==> config.mk <==
export PLATFORM = sky130hd
export DESIGN_NAME = ov7670_capture
export DESIGN_NICKNAME = d
export VERILOG_FILES = /design/src/rtl/ov7670_capture.sv
export SDC_FILE = /design/constraint.sdc
export NUM_CORES = 1
export LEC_CHECK = 0
export ABC_AREA = 1
export CELL_PAD_IN_SITES_DETAIL_PLACEMENT = 2
export CELL_PAD_IN_SITES_GLOBAL_PLACEMENT = 2
export CORE_MARGIN = 3
export CORE_UTILIZATION = 36
export DETAILED_ROUTE_END_ITERATION = 7
export GPL_TIMING_DRIVEN = 0
export PLACE_DENSITY = 0.95
export RECOVER_POWER = 25
export SYNTH_ARGS = -nofsm -noshare
export SYNTH_HDL_FRONTEND = slang
export SYNTH_SLANG_ARGS = --single-unit
==> constraint.sdc <==
create_clock -name pclk -period 5 [get_ports pclk]
set_input_delay 1 -clock pclk [delete_from_list [all_inputs] [get_ports pclk]]
set_output_delay 1 -clock pclk [all_outputs]
set_load 0.01 [all_outputs]
==> src/rtl/ov7670_capture.sv <==
// OV7670 camera bus receiver: samples vsync/href/D on pclk and assembles bytes into pixels with x/y and sof/eol/eof.
// Define OV7670_CAPTURE_ERR_EN to build the line/frame checkers that drive frame_err (tied to 0 otherwise).

module ov7670_capture #(
    parameter int  RESOLUTION_WIDTH  = 640,
    parameter int  RESOLUTION_HEIGHT = 480,
    parameter int  BYTES_PER_PIXEL   = 2,
    localparam int XW = (RESOLUTION_WIDTH > 1) ? $clog2(RESOLUTION_WIDTH) : 1,
    localparam int YW = (RESOLUTION_HEIGHT > 1) ? $clog2(RESOLUTION_HEIGHT) : 1,
    localparam int PW = 8 * BYTES_PER_PIXEL
) (
    input  logic          pclk,
    input  logic          rst_n,
    input  logic          vsync,
    input  logic          href,
    input  logic [7:0]    D,
    output logic [PW-1:0] pixel,
    output logic          pixel_valid,
    output logic [XW-1:0] x,
    output logic [YW-1:0] y,
    output logic          sof,
    output logic          eol,
    output logic          eof,
    output logic          frame_err,
    output logic [1:0]    state_dbg_o
);
    localparam int LINE_BYTES = RESOLUTION_WIDTH * BYTES_PER_PIXEL;
    localparam int BCW        = $clog2(LINE_BYTES) + 1;
    localparam int CW         = $clog2(RESOLUTION_WIDTH) + 1;
    localparam int LCW        = $clog2(RESOLUTION_HEIGHT) + 1;

    typedef enum logic [1:0] {
        WAIT_VSYNC = 2'd0,
        SYNC       = 2'd1,
        FRAME      = 2'd2
    } state_e;

    state_e          state_q;
    logic            vsync_q, vsync_qq, href_q, href_qq;
    logic [7:0]      d_q, hi_q;
    logic [BCW-1:0]  byte_cnt_q;
    logic [CW-1:0]   col_q;
    logic [LCW-1:0]  line_cnt_q;
    logic            phase_q;
    logic [PW-1:0]   pixel_q;
    logic            pixel_valid_q, sof_q, eol_q, eof_q;
    logic [XW-1:0]   x_q;
    logic [YW-1:0]   y_q;

    logic            vs_rise, vs_fall, href_fall, in_byte, cap, last_phase, at_eol;
    logic [PW-1:0]   pix_asm;

    assign vs_rise    = vsync_q & ~vsync_qq;
    assign vs_fall    = ~vsync_q & vsync_qq;
    assign href_fall  = ~href_q & href_qq;
    // href while vsync is high never counts as line data
    assign in_byte    = (state_q == FRAME) & href_q & ~vsync_q;
    assign cap        = in_byte & (byte_cnt_q < BCW'(LINE_BYTES))
                      & (line_cnt_q < LCW'(RESOLUTION_HEIGHT));
    assign last_phase = (BYTES_PER_PIXEL == 1) | phase_q;
    assign at_eol     = (col_q == CW'(RESOLUTION_WIDTH - 1));

    generate
        if (BYTES_PER_PIXEL == 2) begin : g_two_byte
            assign pix_asm = {hi_q, d_q};
        end else begin : g_one_byte
            assign pix_asm = d_q;
        end
    endgenerate

    always_ff @(posedge pclk or negedge rst_n) begin
        if (!rst_n) begin
            state_q       <= WAIT_VSYNC;
            vsync_q       <= 1'b0;
            vsync_qq      <= 1'b0;
            href_q        <= 1'b0;
            href_qq       <= 1'b0;
            d_q           <= '0;
            hi_q          <= '0;
            byte_cnt_q    <= '0;
            col_q         <= '0;
            line_cnt_q    <= '0;
            phase_q       <= 1'b0;
            pixel_q       <= '0;
            pixel_valid_q <= 1'b0;
            x_q           <= '0;
            y_q           <= '0;
            sof_q         <= 1'b0;
            eol_q         <= 1'b0;
            eof_q         <= 1'b0;
        end else begin
            vsync_q       <= vsync;
            vsync_qq      <= vsync_q;
            href_q        <= href;
            href_qq       <= href_q;
            d_q           <= D;
            pixel_valid_q <= 1'b0;
            sof_q         <= 1'b0;
            eol_q         <= 1'b0;
            eof_q         <= 1'b0;
            case (state_q)
                WAIT_VSYNC: begin
                    if (vs_rise) state_q <= SYNC;
                end
                SYNC: begin
                    if (vs_fall) begin
                        state_q    <= FRAME;
                        byte_cnt_q <= '0;
                        col_q      <= '0;
                        line_cnt_q <= '0;
                        phase_q    <= 1'b0;
                        y_q        <= '0;
                    end
                end
                FRAME: begin
                    if (vs_rise) state_q <= SYNC;
                    // keeps counting past a full line so over-long lines are visible to the checker
                    if (in_byte && byte_cnt_q != '1) byte_cnt_q <= byte_cnt_q + BCW'(1);
                    if (cap) begin
                        if (!last_phase) begin
                            hi_q    <= d_q;
                            phase_q <= 1'b1;
                        end else begin
                            pixel_q       <= pix_asm;
                            pixel_valid_q <= 1'b1;
                            x_q           <= col_q[XW-1:0];
                            y_q           <= line_cnt_q[YW-1:0];
                            sof_q         <= (col_q == '0) && (line_cnt_q == '0);
                            eol_q         <= at_eol;
                            eof_q         <= at_eol && (line_cnt_q == LCW'(RESOLUTION_HEIGHT - 1));
                            col_q         <= col_q + CW'(1);
                            phase_q       <= 1'b0;
                        end
                    end
                    if (href_fall) begin
                        byte_cnt_q <= '0;
                        col_q      <= '0;
                        phase_q    <= 1'b0;
                        if (line_cnt_q != LCW'(RESOLUTION_HEIGHT)) line_cnt_q <= line_cnt_q + LCW'(1);
                    end
                end
                default: state_q <= WAIT_VSYNC;
            endcase
        end
    end

`ifdef OV7670_CAPTURE_ERR_EN
    logic hv_err_q, extra_q, frame_err_q, line_bad, frame_bad;

    assign line_bad  = (byte_cnt_q != BCW'(LINE_BYTES)) | phase_q;
    assign frame_bad = (line_cnt_q != LCW'(RESOLUTION_HEIGHT)) | extra_q | hv_err_q;

    always_ff @(posedge pclk or negedge rst_n) begin
        if (!rst_n) begin
            hv_err_q    <= 1'b0;
            extra_q     <= 1'b0;
            frame_err_q <= 1'b0;
        end else begin
            frame_err_q <= (state_q == FRAME) & ((href_fall & line_bad) | (vs_rise & frame_bad));
            if (state_q == WAIT_VSYNC) begin
                hv_err_q <= 1'b0;
                extra_q  <= 1'b0;
            end else begin
                // href seen during a vsync pulse is reported at the end of the frame that follows it
                if (state_q == FRAME && vs_rise) hv_err_q <= 1'b0;
                if (vsync_q && href_q) hv_err_q <= 1'b1;
                if (state_q == SYNC && vs_fall) extra_q <= 1'b0;
                else if (state_q == FRAME && href_fall && line_cnt_q == LCW'(RESOLUTION_HEIGHT))
                    extra_q <= 1'b1;
            end
        end
    end

    assign frame_err = frame_err_q;
`else
    assign frame_err = 1'b0;
`endif

    assign pixel       = pixel_q;
    assign pixel_valid = pixel_valid_q;
    assign x           = x_q;
    assign y           = y_q;
    assign sof         = sof_q;
    assign eol         = eol_q;
    assign eof         = eof_q;
    assign state_dbg_o = state_q;

endmodule

==> results of run 1 <==
layout make-up:
type	instances	area, um2	area share
sequential	95	2380	0.424
multi-input combinational	378	1840	0.328
timing repair buffer	53	542	0.0966
clock buffer	10	229	0.0408
inverter	58	220	0.0393
tap	168	210	0.0375
buffer	19	121	0.0216
clock inverter	6	68.8	0.0123
path summary, 6_finish.rpt:
check,from,depth (start not counted),slack (ns),endpoint
worst min register to register,vsync_q,0,0.41,vsync_qq
worst min-delay path,vsync_q,0,0.41,vsync_qq
worst max register to register,state_dbg_o[0],9,2.88,col_q[4]
max in group pclk,state_dbg_o[0],1,2.63,state_dbg_o[0]
worst max-delay path,rst_n,1,2.63,state_dbg_o[0]
min in group asynchronous,rst_n,1,1.20,col_q[6]
registers in the layout, indices dropped and copies added, names as in the netlist, 8 cells and up:
| signal | count |
|---|---|
| hi_q | 8 |
| d_q | 8 |
| col_q | 11 |
| line_cnt_q | 10 |
| x | 10 |
| pixel | 16 |
| y | 9 |
| byte_cnt_q | 12 |
metal layers:
metal,GRT usage,up-vias,part of all wire
met3,0.0440,34,0.028
met4,0.0963,0,0.027
met5,0,-,0
li1,-,1891,-
met2,0.470,88,0.54
met1,0.293,2175,0.41
layout by cell type (no fill, tap or decap), drive strengths merged:
cell / Yosys / final
dlygate4sd3: 0 / 10
nand2: 163 / 163
clkinv: 1 / 3
buf: 17 / 18
clkinvlp: 0 / 1
xor2: 6 / 6
o21ai: 54 / 54
ha: 10 / 10
bufinv: 0 / 1
or2: 2 / 2
a21oi: 2 / 2
clkbuf: 2 / 13
inv: 57 / 59
nor2: 45 / 45
conb: 1 / 1
nand4: 12 / 12
dfrtp: 95 / 95
nor3: 6 / 6
nor4: 4 / 4
o22ai: 1 / 1
clkdlybuf4s50: 0 / 41
nand3: 71 / 71
nand3b: 1 / 1
stage by stage:
stage               worst slack, ns  power, uW  hold WS, ns   util
CTS                            2.60       2270        0.411  0.460
global placement             -0.756       1470        0.381  0.433
finish                         2.63       2240        0.406  0.459
floorplan                      3.27       1240        0.373      -
detailed placement             2.91       1520        0.396  0.435
global route                   2.28       2360        0.428  0.459
kinds of logic after synthesis:
| group | Yosys count | synth area share |
|---|---|---|
| adders and majority gates | 10 | 0.0274 |
| xor gates and xnor gates | 6 | 0.0115 |
| buffers and inverters | 77 | 0.0749 |
| and+or+nand+nor | 304 | 0.301 |
| other | 1 | 0.000822 |
| AOI/OAI and AO/OA | 57 | 0.0628 |
| DFF | 95 | 0.521 |
power breakdown:
| group | internal (uW) | leakage [uW] | switching (uW) |
|---|---|---|---|
| Clock | 392 | 0.000143 | 333 |
| Combinational | 182 | 0.00115 | 428 |
| Sequential | 845 | 0.00128 | 61.4 |
worst register-to-register path: stages, from the launching register on:
cell     delay (ns)
dfrtp_1        0.44
inv_1          0.13
ha_1           0.15
buf_4          0.17
nand3_2        0.13
nor2_4         0.17
nand4_1        0.21
nand2_1        0.40
nand2_1        0.14
nand2_1        0.11
==> metrics, run 1 <==
CP Data Arrival Time=2.45 ns; Layout Nets=636; asr flop ratio synth=1.00; initial antenna violation count=0; final non-filler cell total=787; WS Path Type=primary input to async pin; Yosys reg bits=95; VDD IR max=0.000210 V; Max Clk Rate=421 MHz; Top Ports=54; Tot GR Track Use=0.255; Remaining DRCs=0; fin crit period=2.37 ns; worst endpoint required time=5.07 ns; Fillers=1372; maxcap violations=1; LEAKAGE=0.00258 uW; Die X=119 um; Synth Net Count=572; Worst Tran Pin Value=2.02 ns; first-pass GRT wire length=28100 um; DRT Wirelength=17200 um; clk_skew=0.00868 ns; largest net degree at the start of global routing=66; Cells after Synth=550; final setup vio count=0; gpl congestion=0.822; power per cell area=399 nW/um2; largest cells by area after synthesis=dfrtp_1, nand2_1, nand3_1; drt initial violations=276; ant diodes=0; H-tree lvl count=3; clk slew on worst S/H paths=0.07 ns; most frequent cell after synthesis=nand2_1; DP Cell Count=771; Mapped Area=4560 um2; DP HPWL=11500 um; initial core utilization=0.373; Commonest cells post-synth=nand2_1, dfrtp_1, nand3_1, inv_1, nor2_1; largest area contributor in the netlist=dfrtp_1; maximum fanout along the worst path=31; TritonCTS buffer count=9; sequential-to-total area share from yosys stat=0.521; vias in the first global route=4911; Yosys warning count=0; remaining antenna violation count=0; Fin. Hold Viols=0; crit path cell chain=clkbuf_1; Top FF cell, synth=dfrtp_1; Vias/cell=5.32; RSZ-0062 raised after global routing=false; post-CTS setup repair buffer count=0; slowest stage delay, CP=1.41 ns; critical path's slowest cell=clkbuf_1; crit start category=primary input; setup TNS=0 ns; worst-case clock buffer depth=2; status=finished with violations; placement row count=40; layout cells sized above 1=0.0872; distinct cell type count of the synthesized netlist=33; drt pass-1 iters=4; worst rel slew slack=-0.348; Top delay family on crit path=buffers and inverters; Crit path buffers/inverters=1; TritonCTS clock tree=done; DIE AREA=14100 um2; syn avg cell area=8.29 um2; Final Cell Area=5610 um2; drt wl/cell=21.9 um; number of synthesized flops with an enable pin=0; root buf cell=clkbuf_16; Yosys top cell area share=0.521; Worst-Skew Late Latency=0.37 ns; placed instance area=5320 um2; hold crit path type=flop to flop; number of port buffers=52; cts hold-fix bufs=0; post-cts repair resize count=0; Max Slew Vio Count=31; Die Y=119 um; Layout area overhead=23.0%; DR vias=4188; final period utilization=0.475; grt ovf=0; CTS Sinks=95; Core Region=12200 um2; CP endpoint kind=async pin; failing checks=capacitance limit, slew limit
(Power assumes the default switching activity.)
==> run 2: changes to the inputs <==
CORE_UTILIZATION = 33   (was 36)
PLACE_DENSITY = 0.9   (was 0.95)
clock period = 2.24 ns   (was 5 ns; I/O delays follow)
==> metrics, run 2 (synthesis gave the netlist of run 1 again) <==
power per cell area=869 nW/um2 (+120%); Total Power=4860 uW (+120%); RSZ-0062 raised after global routing=true; initial core utilization=0.340 (-0.0331); ant diodes=0 (unchanged); worst endpoint required time=2.48 ns (-2.59 ns); Top Ports=54 (unchanged); Layout Nets=636 (unchanged); DIE AREA=15300 um2 (+8.6%); Max Clk Rate=484 MHz; Remaining DRCs=0 (unchanged); post-route worst setup slack=0.174 ns (-2.45 ns); Tot GR Track Use=0.209 (-0.0458); drt pass-1 iters=4 (unchanged); commonest non-fill, non-tap cell in the layout=nand2_1; hold crit path type=primary input to async pin; DR vias=4061 (-3.0%); Die Y=124 um (+4.2%); Max Slew Vio Count=0 (-100%); WS Path Type=flop to flop; critical path's slowest cell=dfrtp_1; DRT Wirelength=15000 um (-13%); Worst Tran Pin Value=1.11 ns (-0.910 ns); Vias/cell=5.11 (-4.0%); CP endpoint kind=flop; first-pass GRT wire length=24600 um (-12%); initial antenna violation count=0 (unchanged); largest net degree at the start of global routing=56 (-15%); slowest stage delay, CP=0.44 ns (-0.97 ns); worst rel slew slack=0.259 (+0.607); H-tree lvl count=3 (unchanged); TritonCTS buffer count=9 (unchanged); placement row count=42 (+5.0%); root buf cell=clkbuf_16; Layout area overhead=22.7%; post-layout util=0.418 (-0.0418); LEAKAGE=0.00255 uW (-0.93%); DP HPWL=10600 um (-8.4%); Die X=124 um (+4.2%); dpl ws=0.168 ns (-2.74 ns); vias in the first global route=4663 (-5.0%); worst-case clock buffer depth=2 (unchanged); remaining antenna violation count=0 (unchanged); Core Region=13400 um2 (+9.7%); clk slew on worst S/H paths=0.07 ns (about the same); Worst-Skew Late Latency=0.36 ns (about the same); Hold Slack=0.289 ns (-0.117 ns); crit start category=flop; cell mode on critical path=nor2_4; VDD IR max=0.000527 V (+150%); Largest register FFs=16 (unchanged); fin crit period=2.07 ns; maximum fanout along the worst path=10 (-68%); TritonCTS clock tree=done; commonest cells after routing, fill and taps aside=nand2_1, dfrtp_1, nand3_1, inv_1, clkdlybuf4s50_1; CTS Sinks=95 (unchanged); final period utilization=0.922; drt initial violations=213 (-23%); clk_skew=0.00872 ns (+0.0000368 ns); crit path cell chain=inv_1 -> ha_1 -> buf_4 -> nand3_2 -> nor2_4 -> nand2_2 -> nor2_4 -> clkbuf_4 -> nand2_1 -> o21ai_0; Fin. Hold Viols=0 (unchanged); gpl congestion=0.806 (-1.9%); maxcap violations=0 (-1); grt ovf=0 (unchanged); layout cells sized above 1=0.0953 (+0.00808); status=complete, no violations; drt wl/cell=18.9 um (-13%); number of port buffers=52 (unchanged); final setup vio count=0 (unchanged); CP Data Arrival Time=2.30 ns (-0.15 ns); post-CTS setup repair buffer count=0 (unchanged)
[run 2: cell types whose count changed in the layout (fill, tap and decap cells not counted), sizes merged]
cell,before,now
clkbuf,13,17
buf,18,15
bufinv,1,0
clkinv,3,2
clkinvlp,1,2
[run 2: final timing paths]
| kind | depth (start not counted) | from | slack (ns) | end |
|---|---|---|---|---|
| setup / recovery | 10 | state_dbg_o[0] | 0.17 | hi_q[5] |
| hold / removal | 1 | rst_n | 0.29 | col_q[7] |
| setup reg to reg | 10 | state_dbg_o[0] | 0.17 | hi_q[5] |
| hold reg to reg | 0 | vsync_q | 0.40 | vsync_qq |
| max in group asynchronous | 2 | rst_n | 0.49 | byte_cnt_q[0] |
| min in group pclk | 0 | vsync_q | 0.40 | vsync_qq |
[run 2: critical path: cells and delay by family, from the launching register on]
kind,cells,cell delay [ns]
flip-flops,1,0.44
AO/OA/AOI/OAI,1,0.13
AND/OR/NAND/NOR,5,0.69
adder cells (fa/ha/maj),1,0.15
buffers and inverters,3,0.54
[run 2: layout make-up]
| cell class | instances | area (um2) |
|---|---|---|
| Clock buffer | 11 | 233 |
| Fill cell | 1503 | 7800 |
| Sequential cell | 95 | 2380 |
| Multi-Input combinational cell | 378 | 1850 |
| Clock inverter | 5 | 42.5 |
| Buffer | 19 | 126 |
| Timing Repair Buffer | 53 | 523 |
| Inverter | 58 | 224 |
| Tap cell | 176 | 220 |
[run 2: report_power, final]
group | total, uW | switching, uW | internal [uW]
Combinational | 1380 | 957 | 418
Clock | 1480 | 709 | 766
Sequential | 2010 | 122 | 1890
[run 2: what timing repair did]
item,CTS,global route
setup endpoints to repair,0,19
gates resized for setup,0,7
hold buffers,0,0
[run 2: layer usage]
| metal | wire [um] | GRT usage |
|---|---|---|
| met5 | 0 | 0 |
| met3 | 452 | 0.0471 |
| met1 | 6250 | 0.244 |
| met2 | 8120 | 0.383 |
| met4 | 214 | 0.0588 |
[run 2: stage by stage]
step | cell area [um2] | cells | TNS, ns
finish | 5600 | 795 | 0
detailed placement | 5330 | 779 | 0
floorplan | 4560 | 550 | 0
global placement | 5300 | 778 | -277.07
global route | 5600 | 795 | -0.0126
CTS | 5600 | 795 | 0
==> run 3: changes to the inputs <==
GPL_TIMING_DRIVEN = unset   (was 0)
RECOVER_POWER = unset   (was 25)
TNS_END_PERCENT = 50   (was unset)
==> metrics, run 3 (synthesis gave the netlist of run 1 again) <==
setup TNS=0 ns (unchanged); clk_skew=0.00599 ns (-0.00273 ns); root buf cell=clkbuf_16; fin crit period=2.12 ns (+0.0550 ns); power per cell area=896 nW/um2 (+3.2%); worst rel slew slack=0.662 (+0.403); final setup vio count=0 (unchanged); initial core utilization=0.340 (unchanged); remaining antenna violation count=0 (unchanged); TritonCTS buffer count=9 (unchanged); first-pass GRT wire length=23900 um (-2.8%); crit path cell chain=inv_1 -> ha_2 -> nand3_2 -> nor2_4 -> nand4_1 -> buf_4 -> o21ai_0; Fin. Hold Viols=0 (unchanged); Die Y=124 um (unchanged); Flop pwr share=0.402 (-0.012); RSZ-0062 raised after global routing=false; WS Path Type=flop to flop; commonest cells after routing, fill and taps aside=nand2_1, dfrtp_1, nand3_1, inv_1, clkdlybuf4s50_1; Max Slew Vio Count=0 (unchanged); status=complete, no violations; FF-to-FF path depth=7 (-3); post-CTS setup repair buffer count=0 (unchanged); DR vias=4004 (-1.4%); DRT Wirelength=14400 um (-4.6%); Net Sw Frac=0.348 (-0.0202); grt ovf=0 (unchanged); critical path's slowest cell=dfrtp_1; worst endpoint required time=2.46 ns (-0.02 ns); ant diodes=0 (unchanged); Worst-Skew Late Latency=0.35 ns (about the same); H-tree lvl count=3 (unchanged); flop2flop setup slack=0.12 ns (-0.05 ns); final period utilization=0.947 (+0.0245); cts hold-fix bufs=0 (unchanged); R2R Path Start=state_dbg_o[0]; number of port buffers=52 (unchanged); DP HPWL=9990 um (-5.3%); RR Endpoint=y[2]; Top Ports=54 (unchanged); initial antenna violation count=0 (unchanged); CP endpoint kind=flop; slowest stage delay, CP=0.44 ns (about the same); layout cells sized above 1=0.0792 (-0.0161); Final Cell Area=5570 um2 (-0.40%); combinational power share=0.261 (-0.022); Switch Pwr=1740 uW (-2.9%); placement row count=42 (unchanged); Largest register FFs=16 (unchanged); Clock Power Share=0.338 (+0.035); drt wl/cell=18.4 um (-3.0%); LEAKAGE=0.00253 uW (-0.83%); Top delay family on crit path=simple AND/OR/NAND/NOR gates; DIE AREA=15300 um2 (unchanged); CP Data Arrival Time=2.34 ns (+0.04 ns); Vias/cell=5.12 (+0.24%); maximum fanout along the worst path=30 (+20); Worst Tran Pin Value=0.507 ns (-0.605 ns); Core Region=13400 um2 (unchanged); worst-case clock buffer depth=2 (unchanged); hold crit path type=primary input to async pin; Max Clk Rate=471 MHz (-2.6%); Crit path buffers/inverters=2 (-1); drt pass-1 iters=4 (unchanged); VDD IR max=0.000427 V (-19%); Tot GR Track Use=0.202 (-0.00689); Layout Nets=623 (-2.0%); clk slew on worst S/H paths=0.07 ns (about the same); internal cell power=3260 uW (+6.0%); maxcap violations=0 (unchanged); TritonCTS clock tree=done; Layout area overhead=22.2%; drt initial violations=225 (+5.6%); crit start category=flop; largest net degree at the start of global routing=46 (-18%); Die X=124 um (unchanged); placed instance area=5240 um2 (-1.6%); gpl congestion=0.846 (+4.9%); vias in the first global route=4456 (-4.4%); CTS Sinks=95 (unchanged); commonest non-fill, non-tap cell in the layout=nand2_1; Remaining DRCs=0 (unchanged)
[run 3: worst max-delay path by stage]
| stage | slack, ns | end | from | depth (start not counted) |
|---|---|---|---|---|
| global route | 0.05 | col_q[6] | state_dbg_o[0] | 9 |
| detailed placement | 0.08 | col_q[6] | state_dbg_o[0] | 8 |
| global placement | 0.22 | col_q[9] | state_dbg_o[0] | 8 |
| floorplan | 0.51 | x[9] | state_dbg_o[0] | 11 |
| CTS | 0.04 | col_q[3] | state_dbg_o[0] | 8 |
| finish | 0.12 | y[2] | state_dbg_o[0] | 7 |
[run 3: power groups by stage]
stage	Combinational [uW]	Sequential (uW)	Clock, uW
after floorplan	738	2040	0
after global placement	1200	2020	0
after detailed placement	1290	2040	0
after CTS	1310	2010	1730
after global routing	1460	2030	1790
final	1300	2010	1690
[run 3: metrics by stage]
stage	hold WS (ns)	worst slack [ns]	instances	power, uW	utilization
6_report	0.0643	0.119	782	4990	0.416
5_1_grt	0.0916	0.0472	782	5280	0.416
4_1_cts	0.0743	0.0438	782	5050	0.415
3_5_place_dp	0.388	0.0807	766	3330	0.391
3_3_place_gp	0.379	0.222	766	3220	0.391
2_1_floorplan	0.152	0.514	550	2780	-
[run 3: cell type report]
type	instances	area, um2
Fill cell	1482	7830
Sequential cell	95	2380
Multi-Input combinational cell	378	1850
Timing Repair Buffer	59	583
Clock buffer	10	229
Inverter	58	221
Tap cell	176	220
Clock inverter	6	93.8
[run 3: repair_timing]
item                       in CTS  in global routing
setup endpoints to repair       1                 25
pin swaps                       0                  0
resized for setup               1                  3
[run 3: layer usage]
layer / track usage / wire length, um / up-vias / share of wire
li1: - / - / 1875 / -
met1: 0.246 / 6300 / 2041 / 0.44
met2: 0.357 / 7400 / 65 / 0.52
met3: 0.0407 / 405 / 23 / 0.028
met4: 0.0671 / 250 / 0 / 0.017
met5: 0 / 0 / - / 0
[run 3: worst reg2reg max path, stage by stage, from the launching register on]
cell	delay (ns)
dfrtp_1	0.44
inv_1	0.15
ha_2	0.30
nand3_2	0.15
nor2_4	0.16
nand4_1	0.14
buf_4	0.27
o21ai_0	0.38
